**src/rtl/motor_pkg.sv**
```systemverilog
// Shared mode encodings, paddle bit order and mode-relationship helpers
// for the motor mode sequencer.
package motor_pkg;

   typedef enum logic [2:0] {
      MODE_STOP = 3'b000,
      MODE_R_1X = 3'b001,
      MODE_R_2X = 3'b010,
      MODE_L_1X = 3'b011,
      MODE_L_2X = 3'b100,
      MODE_FWD  = 3'b101,
      MODE_REV  = 3'b110
   } mode_t;

   typedef enum logic {
      ST_RUN   = 1'b0,
      ST_BRAKE = 1'b1
   } state_t;

   // Bit positions of the paddles inside the 4-bit decode vector
   // {left_fwd, left_rev, right_fwd, right_rev}.
   localparam int unsigned BIT_LEFT_FWD  = 3;
   localparam int unsigned BIT_LEFT_REV  = 2;
   localparam int unsigned BIT_RIGHT_FWD = 1;
   localparam int unsigned BIT_RIGHT_REV = 0;

   function automatic logic is_right(input mode_t m);
      return (m == MODE_R_1X) || (m == MODE_R_2X);
   endfunction

   function automatic logic is_left(input mode_t m);
      return (m == MODE_L_1X) || (m == MODE_L_2X);
   endfunction

   // Modes that need a pass through STOP before switching between them.
   function automatic logic is_opposite(input mode_t a, input mode_t b);
      return ((a == MODE_FWD) && (b == MODE_REV)) ||
             ((a == MODE_REV) && (b == MODE_FWD)) ||
             (is_right(a) && is_left(b)) ||
             (is_left(a) && is_right(b));
   endfunction

   // 1X mode on the same side as m; STOP for modes without a side.
   function automatic mode_t same_side_1x(input mode_t m);
      if (is_left(m)) return MODE_L_1X;
      else if (is_right(m)) return MODE_R_1X;
      else return MODE_STOP;
   endfunction

endpackage

```
**src/rtl/clk_enable_div.sv**
```systemverilog
// Free-running divider producing a one-cycle enable strobe every DIV clocks.
module clk_enable_div #(
   parameter int unsigned DIV = 4
) (
   input  logic clk,
   input  logic reset,
   output logic tick
);

   localparam int unsigned W = $clog2(DIV);
   localparam logic [W-1:0] LAST = W'(DIV - 1);

   logic [W-1:0] cnt;

   // Count 0..DIV-1 and wrap; reset restarts the period from zero.
   always_ff @(posedge clk) begin
      if (reset) cnt <= '0;
      else if (cnt == LAST) cnt <= '0;
      else cnt <= cnt + W'(1);
   end

   // Reset masks the strobe so a tick never coincides with reset.
   assign tick = (cnt == LAST) && !reset;

endmodule

```
**src/rtl/motor_mode_sequencer.sv**
```systemverilog
// Paddle decode, tick-based debounce and RUN/BRAKE mode sequencer that
// ramps 2X modes through 1X and brakes through STOP on direction reversal.
module motor_mode_sequencer
   import motor_pkg::*;
#(
   parameter int unsigned CLK_DIV      = 20_000_000,
   parameter int unsigned STABLE_TICKS = 2
) (
   input  logic       clk,
   input  logic       reset,
   input  logic       left_fwd,
   input  logic       left_rev,
   input  logic       right_fwd,
   input  logic       right_rev,
   output logic [2:0] motor_mode,
   output logic       mode_changed,
   output logic       tick
);

   localparam logic [3:0] STABLE_MAX = 4'(STABLE_TICKS);

   logic [3:0] paddles;
   mode_t      decoded;
   mode_t      candidate, candidate_nxt;
   logic [3:0] stable_cnt, stable_cnt_nxt;
   mode_t      target;
   state_t     state, state_nxt;
   mode_t      mode_q, mode_nxt;
   logic       changed_nxt;

   function automatic mode_t decode(input logic [3:0] p);
      case (p)
         4'b0000:          decode = MODE_STOP;
         4'b1000, 4'b0001: decode = MODE_R_1X;
         4'b1001:          decode = MODE_R_2X;
         4'b0010, 4'b0100: decode = MODE_L_1X;
         4'b0110:          decode = MODE_L_2X;
         4'b1010:          decode = MODE_FWD;
         4'b0101:          decode = MODE_REV;
         default:          decode = MODE_STOP;
      endcase
   endfunction

   // A 2X target is reached via its same-side 1X unless already on that side.
   function automatic mode_t run_step(input mode_t tgt, input mode_t cur);
      if (((tgt == MODE_R_2X) || (tgt == MODE_L_2X)) &&
          (same_side_1x(cur) != same_side_1x(tgt)))
         run_step = same_side_1x(tgt);
      else
         run_step = tgt;
   endfunction

   clk_enable_div #(.DIV(CLK_DIV)) u_div (
      .clk   (clk),
      .reset (reset),
      .tick  (tick)
   );

   // Assemble the raw paddle vector and decode the requested mode.
   always_comb begin
      paddles = '0;
      paddles[BIT_LEFT_FWD]  = left_fwd;
      paddles[BIT_LEFT_REV]  = left_rev;
      paddles[BIT_RIGHT_FWD] = right_fwd;
      paddles[BIT_RIGHT_REV] = right_rev;
      decoded = decode(paddles);
   end

   // Debounce next-state: extend the run of equal samples or restart it.
   always_comb begin
      candidate_nxt  = candidate;
      stable_cnt_nxt = stable_cnt;
      if (decoded == candidate) begin
         if (stable_cnt != STABLE_MAX) stable_cnt_nxt = stable_cnt + 4'd1;
      end else begin
         candidate_nxt  = decoded;
         stable_cnt_nxt = 4'd1;
      end
   end

   // Debounce registers; target latches once a request has been stable long enough.
   always_ff @(posedge clk) begin
      if (reset) begin
         candidate  <= MODE_STOP;
         stable_cnt <= '0;
         target     <= MODE_STOP;
      end else if (tick) begin
         candidate  <= candidate_nxt;
         stable_cnt <= stable_cnt_nxt;
         if (stable_cnt_nxt == STABLE_MAX) target <= candidate_nxt;
      end
   end

   // Sequencer next-state: one step per tick toward the previously latched target.
   always_comb begin
      state_nxt   = state;
      mode_nxt    = mode_q;
      changed_nxt = 1'b0;
      if (tick) begin
         case (state)
            ST_RUN: begin
               if (is_opposite(target, mode_q)) begin
                  mode_nxt  = MODE_STOP;
                  state_nxt = ST_BRAKE;
               end else begin
                  mode_nxt = run_step(target, mode_q);
               end
            end
            ST_BRAKE: begin
               state_nxt = ST_RUN;
               mode_nxt  = run_step(target, mode_q);
            end
            default: state_nxt = ST_RUN;
         endcase
         changed_nxt = (mode_nxt != mode_q);
      end
   end

   // Sequencer state, commanded mode and change strobe registers.
   always_ff @(posedge clk) begin
      if (reset) begin
         state        <= ST_RUN;
         mode_q       <= MODE_STOP;
         mode_changed <= 1'b0;
      end else begin
         state        <= state_nxt;
         mode_q       <= mode_nxt;
         mode_changed <= changed_nxt;
      end
   end

   assign motor_mode = mode_q;

endmodule

```
**config.mk**
```make
export PLATFORM = sky130hd
export DESIGN_NAME = motor_mode_sequencer
export DESIGN_NICKNAME = d
export VERILOG_FILES = /design/src/rtl/motor_pkg.sv /design/src/rtl/clk_enable_div.sv /design/src/rtl/motor_mode_sequencer.sv
export SDC_FILE = /design/constraint.sdc
export NUM_CORES = 1
export LEC_CHECK = 0
export BUFFER_PORTS_ARGS = -buffer_cell sky130_fd_sc_hd__buf_4
export CORE_ASPECT_RATIO = 1.4
export CORE_UTILIZATION = 45
export DETAILED_ROUTE_END_ITERATION = 8
export GPL_TIMING_DRIVEN = 0
export PLACE_DENSITY = 0.67
export RECOVER_POWER = 50
export REMOVE_ABC_BUFFERS = 1
export SYNTH_ARGS = -nofsm -noshare
export SYNTH_HDL_FRONTEND = slang
export SYNTH_SLANG_ARGS = --single-unit
```
**constraint.sdc**
```tcl
create_clock -name clk -period 2.35 [get_ports clk]
set_input_delay 0.47 -clock clk [delete_from_list [all_inputs] [get_ports clk]]
set_output_delay 0.47 -clock clk [all_outputs]
set_load 0.01 [all_outputs]
```
; Word level (Yosys, flattened, before mapping)
; Memories as Yosys holds them, arrays and structs flattened.
; Index checks and enable logic that the tools add are counted.
[totals]
reg_bits = 40
romBits = 48
elab_cells = 74
memories = 1
[mem_list]
columns = memory, depth, word_bits, read_ports, rd_ports_with_merged_regs, wr, line_no
row1 = (name not given), 16, 3, 1, 0, 0, motor_mode_sequencer.sv:32  ; case (p)
[classes]
addsub = 2
eq_ne = 19
n_mux = 24
bitwise = 2
n_reduce_logical = 19
[op_table]
columns = operator, n
row1 = two-way mux 3 bit, 16
row2 = adder 25 x 1 -> 25 bit (second input constant), 1
row3 = == test 25 bit (second input constant), 1
row4 = == test 3 bit (second input constant), 6
row5 = == test 3 x 2 -> 1 bit (second input constant), 4
row6 = inequality test 3 bit, 3
row7 = logical OR 1 bit, 8
row8 = two-way mux 4 bit, 2
row9 = logical AND 1 bit, 7
row10 = == test 3 x 1 -> 1 bit (second input constant), 2
row11 = one-hot mux 3 bit (2 select lines), 1
row12 = adder 4 x 1 -> 4 bit (second input constant), 1
row13 = == test 4 x 2 -> 1 bit (second input constant), 1
row14 = inequality test 4 x 2 -> 1 bit (second input constant), 1
row15 = OR reduction 2 bit, 2
row16 = == test 3 bit, 1
row17 = two-way mux 1 bit, 3
row18 = two-way mux 2 bit, 1
row19 = inverter 1 bit, 2
row20 = one-hot mux 1 bit (2 select lines), 1
row21 = AND reduction 2 bit, 1
row22 = zero test 1 bit, 1

; Logic depth before layout (Yosys ltp)
; Gate-level depths: netlist of the first run.
[depth]
ltp_word = 15
depth_mapped = 8
ltp_nobuf = 8

; Modules after synthesis
; A second synthesis of the first run with hierarchy kept.
[hier_totals]
hier_cells = 292
hier_area_um2 = 2479.9
[modules_own_cells]
columns = module, n_inst, cells_per_inst, area_per_inst_um2
row1 = motor_mode_sequencer, 1, 152, 1285.0
row2 = clk_enable_div, 1, 140, 1194.9

; Worst setup path before layout of the first run
; Ideal clock, no wire load.
[synth_timing]
path_type = flip-flop to output port
start = register u_div.cnt[10]
end = output tick
arrival_ns = 1.894
t_required_ns = 1.880
path_slack_ns = -0.014
path_stages_with_launch = 7
path_buffers = 2
path_cell_list = dfxtp_1 -> nand2_2 -> or4_4 -> or4_4 -> buf_6 -> buf_6 -> nor2_1
[synth_via]
elab_chain_cells = 2
[synth_rtl]
columns = element, line_no
row1 = "start, declared", clk_enable_div.sv:13  ; logic [W-1:0] cnt;
row2 = "start signal, assigned", clk_enable_div.sv:19  ; else cnt <= cnt + W'(1);
row3 = == test 25 bit, clk_enable_div.sv:23  ; assign tick = (cnt == LAST) && !reset;
row4 = logical AND 1 bit, clk_enable_div.sv:23
row5 = "end, declared", motor_mode_sequencer.sv:17  ; output logic tick
; No other way between the ends.

; Final worst setup path of the first run
[layout_timing]
start = register u_div.cnt[8]
end = output tick
; The elaborated chain is that of the path after synthesis.

==> impl_metrics.env, run 1 <==
export IMPL_fin_cells=346
export IMPL_antenna_found_initial=0
export IMPL_synth_cell_types=49
export IMPL_die_h_um=85.2
export IMPL_htreeDepth=2
export IMPL_grt_pass1_wl_um=7670
export IMPL_yosysTopAreaCell="dfxtp_1"
export IMPL_syn_to_final_growth_pct=15.1
export IMPL_clock_root_buffer="clkbuf_8"
export IMPL_finalInstanceArea_um2=2560
export IMPL_n_antenna_cell=0
export IMPL_dp_cells=331
export IMPL_initial_core_util=0.479
export IMPL_ys_async_sr_fraction=0
export IMPL_hpwlAfterDp_um=2980
export IMPL_die_area_um2=5240
export IMPL_cp_max_fo=6
export IMPL_rr_worst_depth=5
export IMPL_yosysSeqAreaShare=0.360
export IMPL_cts_tree="yes"
export IMPL_drtIter0Drc=27
export IMPL_cp_startpoint="u_div.cnt[8]$_SDFF_PP0_"
export IMPL_drc=0
export IMPL_cp_arrival_ps=1870
export IMPL_synth_most_common_cell="nor2_1"
export IMPL_hold_path_class="in2reg"
export IMPL_viasPerCell=5.34
export IMPL_clk_path_buf_depth=2
export IMPL_synth_seq_cells=40
export IMPL_crit_path_end_kind="primary output"
export IMPL_grt_pass1_vias=1744
export IMPL_r2r_slack_ps=170
export IMPL_row_count=29
export IMPL_maxCapViolations=0
export IMPL_period_needed_ps=2340
export IMPL_r2r_end="u_div.cnt[19]$_SDFF_PP0_"
export IMPL_layout_drive_gt1_share=0.190
export IMPL_synthTopCellsByArea="dfxtp_1, nor2_1, xnor2_1"
export IMPL_synth_edff_count=0
export IMPL_clock_fmax_mhz=427
export IMPL_die_w_um=61.4
export IMPL_io_buffer_count=10
export IMPL_required_ps=1880
export IMPL_ys_warnings_count=0
export IMPL_cts_made_buffers=5
export IMPL_ys_flop_type="dfxtp_1"
export IMPL_grt_start_max_net_pins=24
export IMPL_hold_end="stable_cnt[3]$_SDFFE_PP0P_"
export IMPL_placed_cell_area_um2=2310
export IMPL_routedWlPerCell_um=12.7
export IMPL_grt_setup_unrepaired="true"
export IMPL_grt_total_usage=0.191
export IMPL_layout_worst_path_cycle_share=0.997
export IMPL_syn_area_um2=2230
export IMPL_relSlewSlack=0.423
export IMPL_hold_viol_final=0
export IMPL_regArea_um2=827
export IMPL_multiInputGateArea_um2=1390
export IMPL_core_area_um2=4640
export IMPL_vdd_ir_drop_max_uv=350
export IMPL_yosys_area_top_type_share=0.360
export IMPL_holdBufCountCts=0
export IMPL_synthCells=270
export IMPL_wirelength_um=4380
export IMPL_dr_total_vias=1848
export IMPL_leakage_nw=0.858
export IMPL_clk_pin_slew_ps=90
export IMPL_place_ws_ps=-310
export IMPL_p_per_area_nw_per_um2=528
export IMPL_tightest_slew_ps=859
export IMPL_drt_pass1_iter_count=4
export IMPL_startpoint_type="flip-flop"
export IMPL_postSynthAreaPerCell_um2=8.24
export IMPL_boundaryPins=11
export IMPL_reg2reg_from="u_div.cnt[8]$_SDFF_PP0_"
export IMPL_layout_setup_ws_ps=8.04
export IMPL_min_delay_start="reset"
export IMPL_status="finished clean"
export IMPL_worstHoldPathCells=2
export IMPL_critPathKind="reg2out"
export IMPL_fin_nets=295
export IMPL_clock_skew_ps=12.3
export IMPL_setup_viol=0
export IMPL_place_congestion=0.818
export IMPL_ant_nets=0
export IMPL_slew_viol_final=0
export IMPL_fillerInstances=477
export IMPL_overflow=0
export IMPL_synth_common_cells="nor2_1, dfxtp_1, nand2_1, xnor2_1"
export IMPL_numClockSinks=40
export IMPL_clk_latency_ps=310
==> cell type report <==
cell class / count / share of cell area
Clock buffer: 6 / 0.0322
Multi-Input combinational cell: 209 / 0.541
Clock inverter: 2 / 0.0151
Timing Repair Buffer: 17 / 0.0439
Tap cell: 62 / 0.0303
Inverter: 10 / 0.0146
Sequential cell: 40 / 0.323
==> layer usage <==
| metal | wire length, µm | track usage |
|---|---|---|
| met1 | 1960 | 0.228 |
| met2 | 2250 | 0.324 |
| met3 | 90 | 0.0457 |
| met4 | 84 | 0.0667 |
| met5 | 0 | 0 |
==> critical path, stage by stage, from the launching register on <==
cell     delay [ps]
dfxtp_2         370
or4_4           530
or4_4           460
nor2_2           90
buf_4           120
==> state kept, by name, indices dropped and copies added (netlist names) <==
signal,count
target,3
u_div.cnt,25
candidate,3
motor_mode,3
state,1
mode_changed,1
stable_cnt,4
==> cells in the final DEF, fill, tap and decap left out, drive strengths merged, types with 8 or more instances in the layout <==
cell type / count
nor2: 45
nand4: 8
clkbuf: 10
a21oi: 13
nand3: 13
xnor2: 17
dfxtp: 40
nand2: 24
buf: 13
xor2: 13
inv: 10
==> repair_timing <==
item	CTS	global route
resized for setup	14	16
buffers inserted	3	4
endpoints found under the setup margin	23	18
pin swaps	2	3
gates cloned	0	0
==> power by group <==
| group | leakage (nW) | total, mW | switching, mW | internal [mW] |
|---|---|---|---|---|
| Combinational | 0.467 | 0.0636 | 0.0378 | 0.0258 |
| Sequential | 0.330 | 0.685 | 0.00569 | 0.679 |
| Clock | 0.0614 | 0.605 | 0.257 | 0.347 |
| Total | 0.858 | 1.35 | 0.301 | 1.05 |
==> how the worst max path moves through the flow <==
| stage | endpoint | slack, ps |
|---|---|---|
| final | tick | 8 |
| after global routing | tick | -60 |
| after CTS | tick | -70 |
| after detailed placement | target[1]$_SDFFE_PP0P_ | -310 |
| after global placement | target[1]$_SDFFE_PP0P_ | -290 |
| after floorplan | target[1]$_SDFFE_PP0P_ | 80 |
==> logic make-up after synthesis <==
| group | count (synthesis) | synth area share |
|---|---|---|
| fa+ha+maj | 6 | 0.0337 |
| compound gates | 38 | 0.110 |
| xor+xnor | 30 | 0.118 |
| simple gates | 128 | 0.300 |
| buf+inv | 21 | 0.0455 |
| flops | 40 | 0.360 |
| mux | 7 | 0.0326 |
==> through the flow <==
step / hold slack, ps / setup TNS, ps / utilization / power (mW)
after detailed placement: 455 / -906 / 0.498 / 0.757
after global placement: 450 / -640 / 0.498 / 0.756
after CTS: 453 / -65.4 / 0.539 / 1.36
after global routing: 459 / -58.4 / 0.552 / 1.40
final: 458 / 0 / 0.552 / 1.35
after floorplan: 430 / 0 / - / 0.734
(Power assumes the default switching activity.)
==> inputs of run 2 (changes only) <==
--- a/config.mk
+++ b/config.mk
@@ -9,7 +9,6 @@
 export CORE_ASPECT_RATIO = 1.4
 export CORE_UTILIZATION = 45
 export DETAILED_ROUTE_END_ITERATION = 8
-export GPL_TIMING_DRIVEN = 0
 export PLACE_DENSITY = 0.67
 export RECOVER_POWER = 50
 export REMOVE_ABC_BUFFERS = 1
==> run 2 against run 1 <==
- largest power group unchanged
- sequential cell count unchanged
- critical path depth grew 1
- via count is 1.6% higher
- register-to-register slack gained 150 ps
- global-route usage grew 0.058 points
- combinational power up 9.1%
- highest routed layer unchanged
==> impl_metrics.env, run 2 (synthesis results as in run 1) <==
export IMPL_status="finished clean"
export IMPL_clk_pin_slew_ps=90
export IMPL_required_ps=1880
export IMPL_grt_total_usage=0.191
export IMPL_p_per_area_nw_per_um2=504
export IMPL_wirelength_um=4390
export IMPL_largest_reg_flops=25
export IMPL_antenna_found_initial=0
export IMPL_htreeDepth=2
export IMPL_fin_cells=357
export IMPL_r2r_slack_ps=320
export IMPL_rr_worst_depth=7
export IMPL_ant_nets=0
export IMPL_maxCapViolations=0
export IMPL_min_delay_start="u_div.cnt[0]$_SDFF_PP0_"
export IMPL_io_buffer_count=10
export IMPL_hold_path_class="reg2reg"
export IMPL_final_cell_mix="nor2_1, dfxtp_1, nand2_1"
export IMPL_grt_start_max_net_pins=24
export IMPL_slew_viol_final=0
export IMPL_regArea_um2=813
export IMPL_drt_pass1_iter_count=4
export IMPL_layout_setup_ws_ps=21.0
export IMPL_cp_arrival_ps=1860
export IMPL_initial_core_util=0.479
export IMPL_die_w_um=61.4
export IMPL_die_h_um=85.2
export IMPL_hpwlAfterDp_um=3080
export IMPL_place_ws_ps=114
export IMPL_drc=0
export IMPL_totalPowerFinal_mw=1.33
export IMPL_top_register="u_div.cnt"
export IMPL_relSlewSlack=0.666
export IMPL_hold_end="u_div.cnt[0]$_SDFF_PP0_"
export IMPL_syn_to_final_growth_pct=18.5
export IMPL_viasPerCell=5.26
export IMPL_grt_pass1_vias=1776
export IMPL_grt_setup_unrepaired="true"
export IMPL_clock_root_buffer="clkbuf_8"
export IMPL_layout_worst_path_cycle_share=0.991
export IMPL_clk_latency_ps=290
export IMPL_critPathKind="reg2out"
export IMPL_layout_drive_gt1_share=0.197
export IMPL_dp_cells=346
export IMPL_grt_pass1_wl_um=7720
export IMPL_worstHoldPathCells=1
export IMPL_vdd_ir_drop_max_uv=420
export IMPL_drtIter0Drc=66
export IMPL_startpoint_type="flip-flop"
export IMPL_hold_viol_final=0
export IMPL_layout_commonest_cell="nor2_1"
export IMPL_setup_viol=0
export IMPL_crit_path_end_kind="primary output"
export IMPL_row_count=29
export IMPL_boundaryPins=11
export IMPL_cts_made_buffers=5
export IMPL_leakage_nw=0.907
export IMPL_dr_total_vias=1877
export IMPL_reg_largest_list="u_div.cnt x25, stable_cnt x4"
export IMPL_cts_tree="yes"
export IMPL_period_needed_ps=2330
export IMPL_holdBufCountCts=0
export IMPL_r2r_end="u_div.cnt[22]$_SDFF_PP0_"
export IMPL_overflow=0
export IMPL_cp_max_fo=3
export IMPL_die_area_um2=5240
export IMPL_multiInputGateArea_um2=1390
export IMPL_reg2reg_from="u_div.cnt[0]$_SDFF_PP0_"
export IMPL_tightest_slew_ps=498
export IMPL_core_area_um2=4640
export IMPL_routedWlPerCell_um=12.3
export IMPL_place_congestion=0.781
export IMPL_clock_fmax_mhz=429
export IMPL_fillerInstances=451
export IMPL_clk_path_buf_depth=2
export IMPL_numClockSinks=40
export IMPL_fin_nets=306
export IMPL_holdWs_ps=463
export IMPL_clock_skew_ps=11.5
export IMPL_n_antenna_cell=0
==> run 2: area by class of cell <==
class	count	area share
clock inverter	3	0.0175
sequential	40	0.308
multi-input combinational	209	0.526
timing repair buffer	28	0.0787
tap	62	0.0294
inverter	10	0.0142
clock buffer	5	0.0261
==> run 2: how the worst max path moves through the flow <==
| stage | start | to | slack [ps] | depth (start not counted) |
|---|---|---|---|---|
| 3_5_place_dp | right_fwd | target[2]$_SDFFE_PP0P_ | 110 | 10 |
| 6_report | u_div.cnt[11]$_SDFF_PP0_ | tick | 20 | 5 |
| 3_3_place_gp | right_fwd | target[1]$_SDFFE_PP0P_ | 130 | 9 |
| 4_1_cts | u_div.cnt[0]$_SDFF_PP0_ | tick | 5 | 6 |
| 5_1_grt | u_div.cnt[11]$_SDFF_PP0_ | tick | -40 | 5 |
| 2_1_floorplan | right_fwd | target[1]$_SDFFE_PP0P_ | 80 | 8 |
==> run 2: worst max-delay path, stage by stage, from the launching register on <==
cell,delay (ps)
dfxtp_2,350
nand2_2,60
or4_4,490
or4_4,460
nor2_4,100
buf_6,100
==> run 2: through the flow <==
step / cell area, µm² / utilization / TNS, ps
2_1_floorplan: 2160 / - / 0
3_3_place_gp: 2440 / 0.525 / 0
3_5_place_dp: 2440 / 0.525 / 0
4_1_cts: 2610 / 0.561 / 0
5_1_grt: 2640 / 0.568 / -39.9
6_report: 2640 / 0.568 / 0
==> run 2: what timing repair did <==
action                                  in CTS  in global routing
endpoints found under the setup margin       1                  1
gates resized for setup                     14                  8
pin swaps                                    1                  1
setup buffers                                2                  1
==> run 2: power breakdown <==
| group | switching (mW) | internal, mW |
|---|---|---|
| registers | 0.00587 | 0.681 |
| clock network | 0.254 | 0.320 |
| logic | 0.0373 | 0.0321 |
| total | 0.297 | 1.03 |
==> run 2: layer usage <==
metal / routed length [µm] / GRT usage / up-vias
met4: 59 / 0.0667 / 0
li1: - / - / 993
met2: 2150 / 0.310 / 18
met1: 2100 / 0.250 / 860
met5: 0 / 0 / -
met3: 92 / 0.0351 / 6
==> inputs of run 3 (changes only) <==
--- a/config.mk
+++ b/config.mk
@@ -7,9 +7,10 @@
 export LEC_CHECK = 0
 export BUFFER_PORTS_ARGS = -buffer_cell sky130_fd_sc_hd__buf_4
 export CORE_ASPECT_RATIO = 1.4
-export CORE_UTILIZATION = 45
+export CORE_UTILIZATION = 55
+export CTS_BUF_LIST = sky130_fd_sc_hd__clkbuf_16
 export DETAILED_ROUTE_END_ITERATION = 8
-export PLACE_DENSITY = 0.67
+export PLACE_DENSITY = 0.79
 export RECOVER_POWER = 50
 export REMOVE_ABC_BUFFERS = 1
 export SYNTH_ARGS = -nofsm -noshare
==> run 3 against run 2 <==
- critical path depth did not move
- clock power is 9.2% higher
- design area rose by 0.14%
- die area shrank 18%
- critical path type unchanged
- critical endpoint unchanged
- total power grew 4.3%
- final cell count fell by 4.5%
- global-route usage up 4.8 points
- sequential share of layout area fell by 0.14 points
- setup slack worse by 21 ps
==> impl_metrics.env, run 3 (synthesis results as in run 1) <==
export IMPL_status="finished clean"
export IMPL_boundaryPins=11
export IMPL_antenna_found_initial=0
export IMPL_place_ws_ps=55.7
export IMPL_grt_pass1_vias=1879
export IMPL_crit_chain="nand2_4, or4_4, or4_4, nor2_1, buf_4"
export IMPL_vdd_ir_drop_max_uv=791
export IMPL_n_antenna_cell=0
export IMPL_hold_path_class="reg2reg"
export IMPL_maxCapViolations=0
export IMPL_initial_core_util=0.568
export IMPL_place_congestion=0.827
export IMPL_totalPowerFinal_mw=1.39
export IMPL_core_area_um2=3920
export IMPL_clk_path_buf_depth=2
export IMPL_grt_setup_unrepaired="true"
export IMPL_layout_drive_gt1_share=0.185
export IMPL_fin_cells=341
export IMPL_hpwlAfterDp_um=3320
export IMPL_clock_skew_ps=3.60
export IMPL_drc=0
export IMPL_syn_to_final_growth_pct=18.7
export IMPL_die_h_um=77.3
export IMPL_leakage_nw=0.957
export IMPL_fin_nets=309
export IMPL_placed_cell_area_um2=2440
export IMPL_startpoint_type="flip-flop"
export IMPL_dr_total_vias=1927
export IMPL_cpPeakStageDelay_ps=490
export IMPL_numClockSinks=40
export IMPL_largest_reg_flops=25
export IMPL_io_buffer_count=10
export IMPL_routedWlPerCell_um=13.8
export IMPL_tightest_slew_ps=515
export IMPL_critPathKind="reg2out"
export IMPL_ant_nets=0
export IMPL_die_area_um2=4310
export IMPL_crit_path_end_kind="primary output"
export IMPL_reg_largest_list="u_div.cnt x25, stable_cnt x4"
export IMPL_clock_root_buffer="clkbuf_16"
export IMPL_wirelength_um=4700
export IMPL_period_needed_ps=2350
export IMPL_cts_tree="yes"
export IMPL_clk_pin_slew_ps=50
export IMPL_grt_start_max_net_pins=17
export IMPL_layout_setup_ws_ps=0.0451
export IMPL_clk_latency_ps=280
export IMPL_finalInstanceArea_um2=2640
export IMPL_relSlewSlack=0.656
export IMPL_final_cell_mix="nor2_1, dfxtp_1, buf_4"
export IMPL_cp_arrival_ps=1880
export IMPL_cp_common_cell="or4_4"
export IMPL_p_per_area_nw_per_um2=525
export IMPL_cts_made_buffers=5
export IMPL_holdBufCountCts=0
export IMPL_crit_path_top_delay_cell="or4_4"
export IMPL_hold_viol_final=0
export IMPL_multiInputGateArea_um2=1370
export IMPL_top_register="u_div.cnt"
export IMPL_required_ps=1880
export IMPL_setup_viol=0
export IMPL_row_count=27
export IMPL_slew_viol_final=0
export IMPL_die_w_um=55.8
export IMPL_clock_fmax_mhz=426
export IMPL_fillerInstances=321
export IMPL_htreeDepth=2
export IMPL_layout_worst_path_cycle_share=1.00
export IMPL_viasPerCell=5.65
export IMPL_overflow=0
export IMPL_grt_total_usage=0.239
export IMPL_cp_max_fo=3
export IMPL_drtIter0Drc=54
export IMPL_drt_pass1_iter_count=4
export IMPL_grt_pass1_wl_um=8000
export IMPL_layout_commonest_cell="nor2_1"
export IMPL_regArea_um2=811
export IMPL_dp_cells=330
## run 3: cell count changes in the layout (fill, tap and decap cells not counted), moves of 2 or more
cell       before  now
clkbuf_8        5    0
dfxtp_1        32   34
inv_1          10   12
clkbuf_16       0    5
dfxtp_2         7    5
buf_4          21   26
## run 3: area by class of cell
type / instances / area share
timing repair buffer: 31 / 0.0871
clock inverter: 3 / 0.00426
sequential: 40 / 0.307
clock buffer: 5 / 0.0473
tap: 43 / 0.0204
multi-input combinational: 209 / 0.520
inverter: 10 / 0.0142
## run 3: worst paths after layout
path	from	to	slack [ps]	cells past startpoint
worst min-delay path	u_div.cnt[0]$_SDFF_PP0_	u_div.cnt[0]$_SDFF_PP0_	430	1
worst max register to register	u_div.cnt[0]$_SDFF_PP0_	u_div.cnt[22]$_SDFF_PP0_	280	7
worst max-delay path	u_div.cnt[11]$_SDFF_PP0_	tick	0.05	5
worst min register to register	u_div.cnt[0]$_SDFF_PP0_	u_div.cnt[0]$_SDFF_PP0_	430	1
## run 3: worst max-delay path, delay by kind of cell (launching register included)
family,cells,cell delay [ps]
buffers and inverters,1,120
DFF,1,360
and+or+nand+nor,4,1110
## run 3: report_power, final
group          leakage [nW]  switching (mW)  internal (mW)  total (mW)
Combinational         0.558          0.0396         0.0338      0.0734
Sequential            0.326         0.00456          0.682       0.687
Clock                0.0738           0.246          0.381       0.627
Total                 0.957           0.290           1.10        1.39
## run 3: stage by stage
stage,setup TNS (ps),utilization,hold slack [ps]
floorplan,0,-,430
global placement,0,0.622,445
detailed placement,0,0.622,454
CTS,0,0.668,429
global route,-20.9,0.674,471
finish,0,0.674,428
## run 3: repair_timing
action | in CTS | in global routing
gates cloned | 0 | 0
setup buffers | 2 | 1
pin swaps | 2 | 1
setup endpoints to repair | 1 | 1
gates resized for setup | 9 | 8
## run 3: layer usage
layer / vias up / global-route usage / wire length [µm]
li1: 995 / - / -
met1: 887 / 0.246 / 1910
met2: 34 / 0.431 / 2510
met3: 11 / 0.0708 / 147
met4: 0 / 0.118 / 135
met5: - / 0 / 0
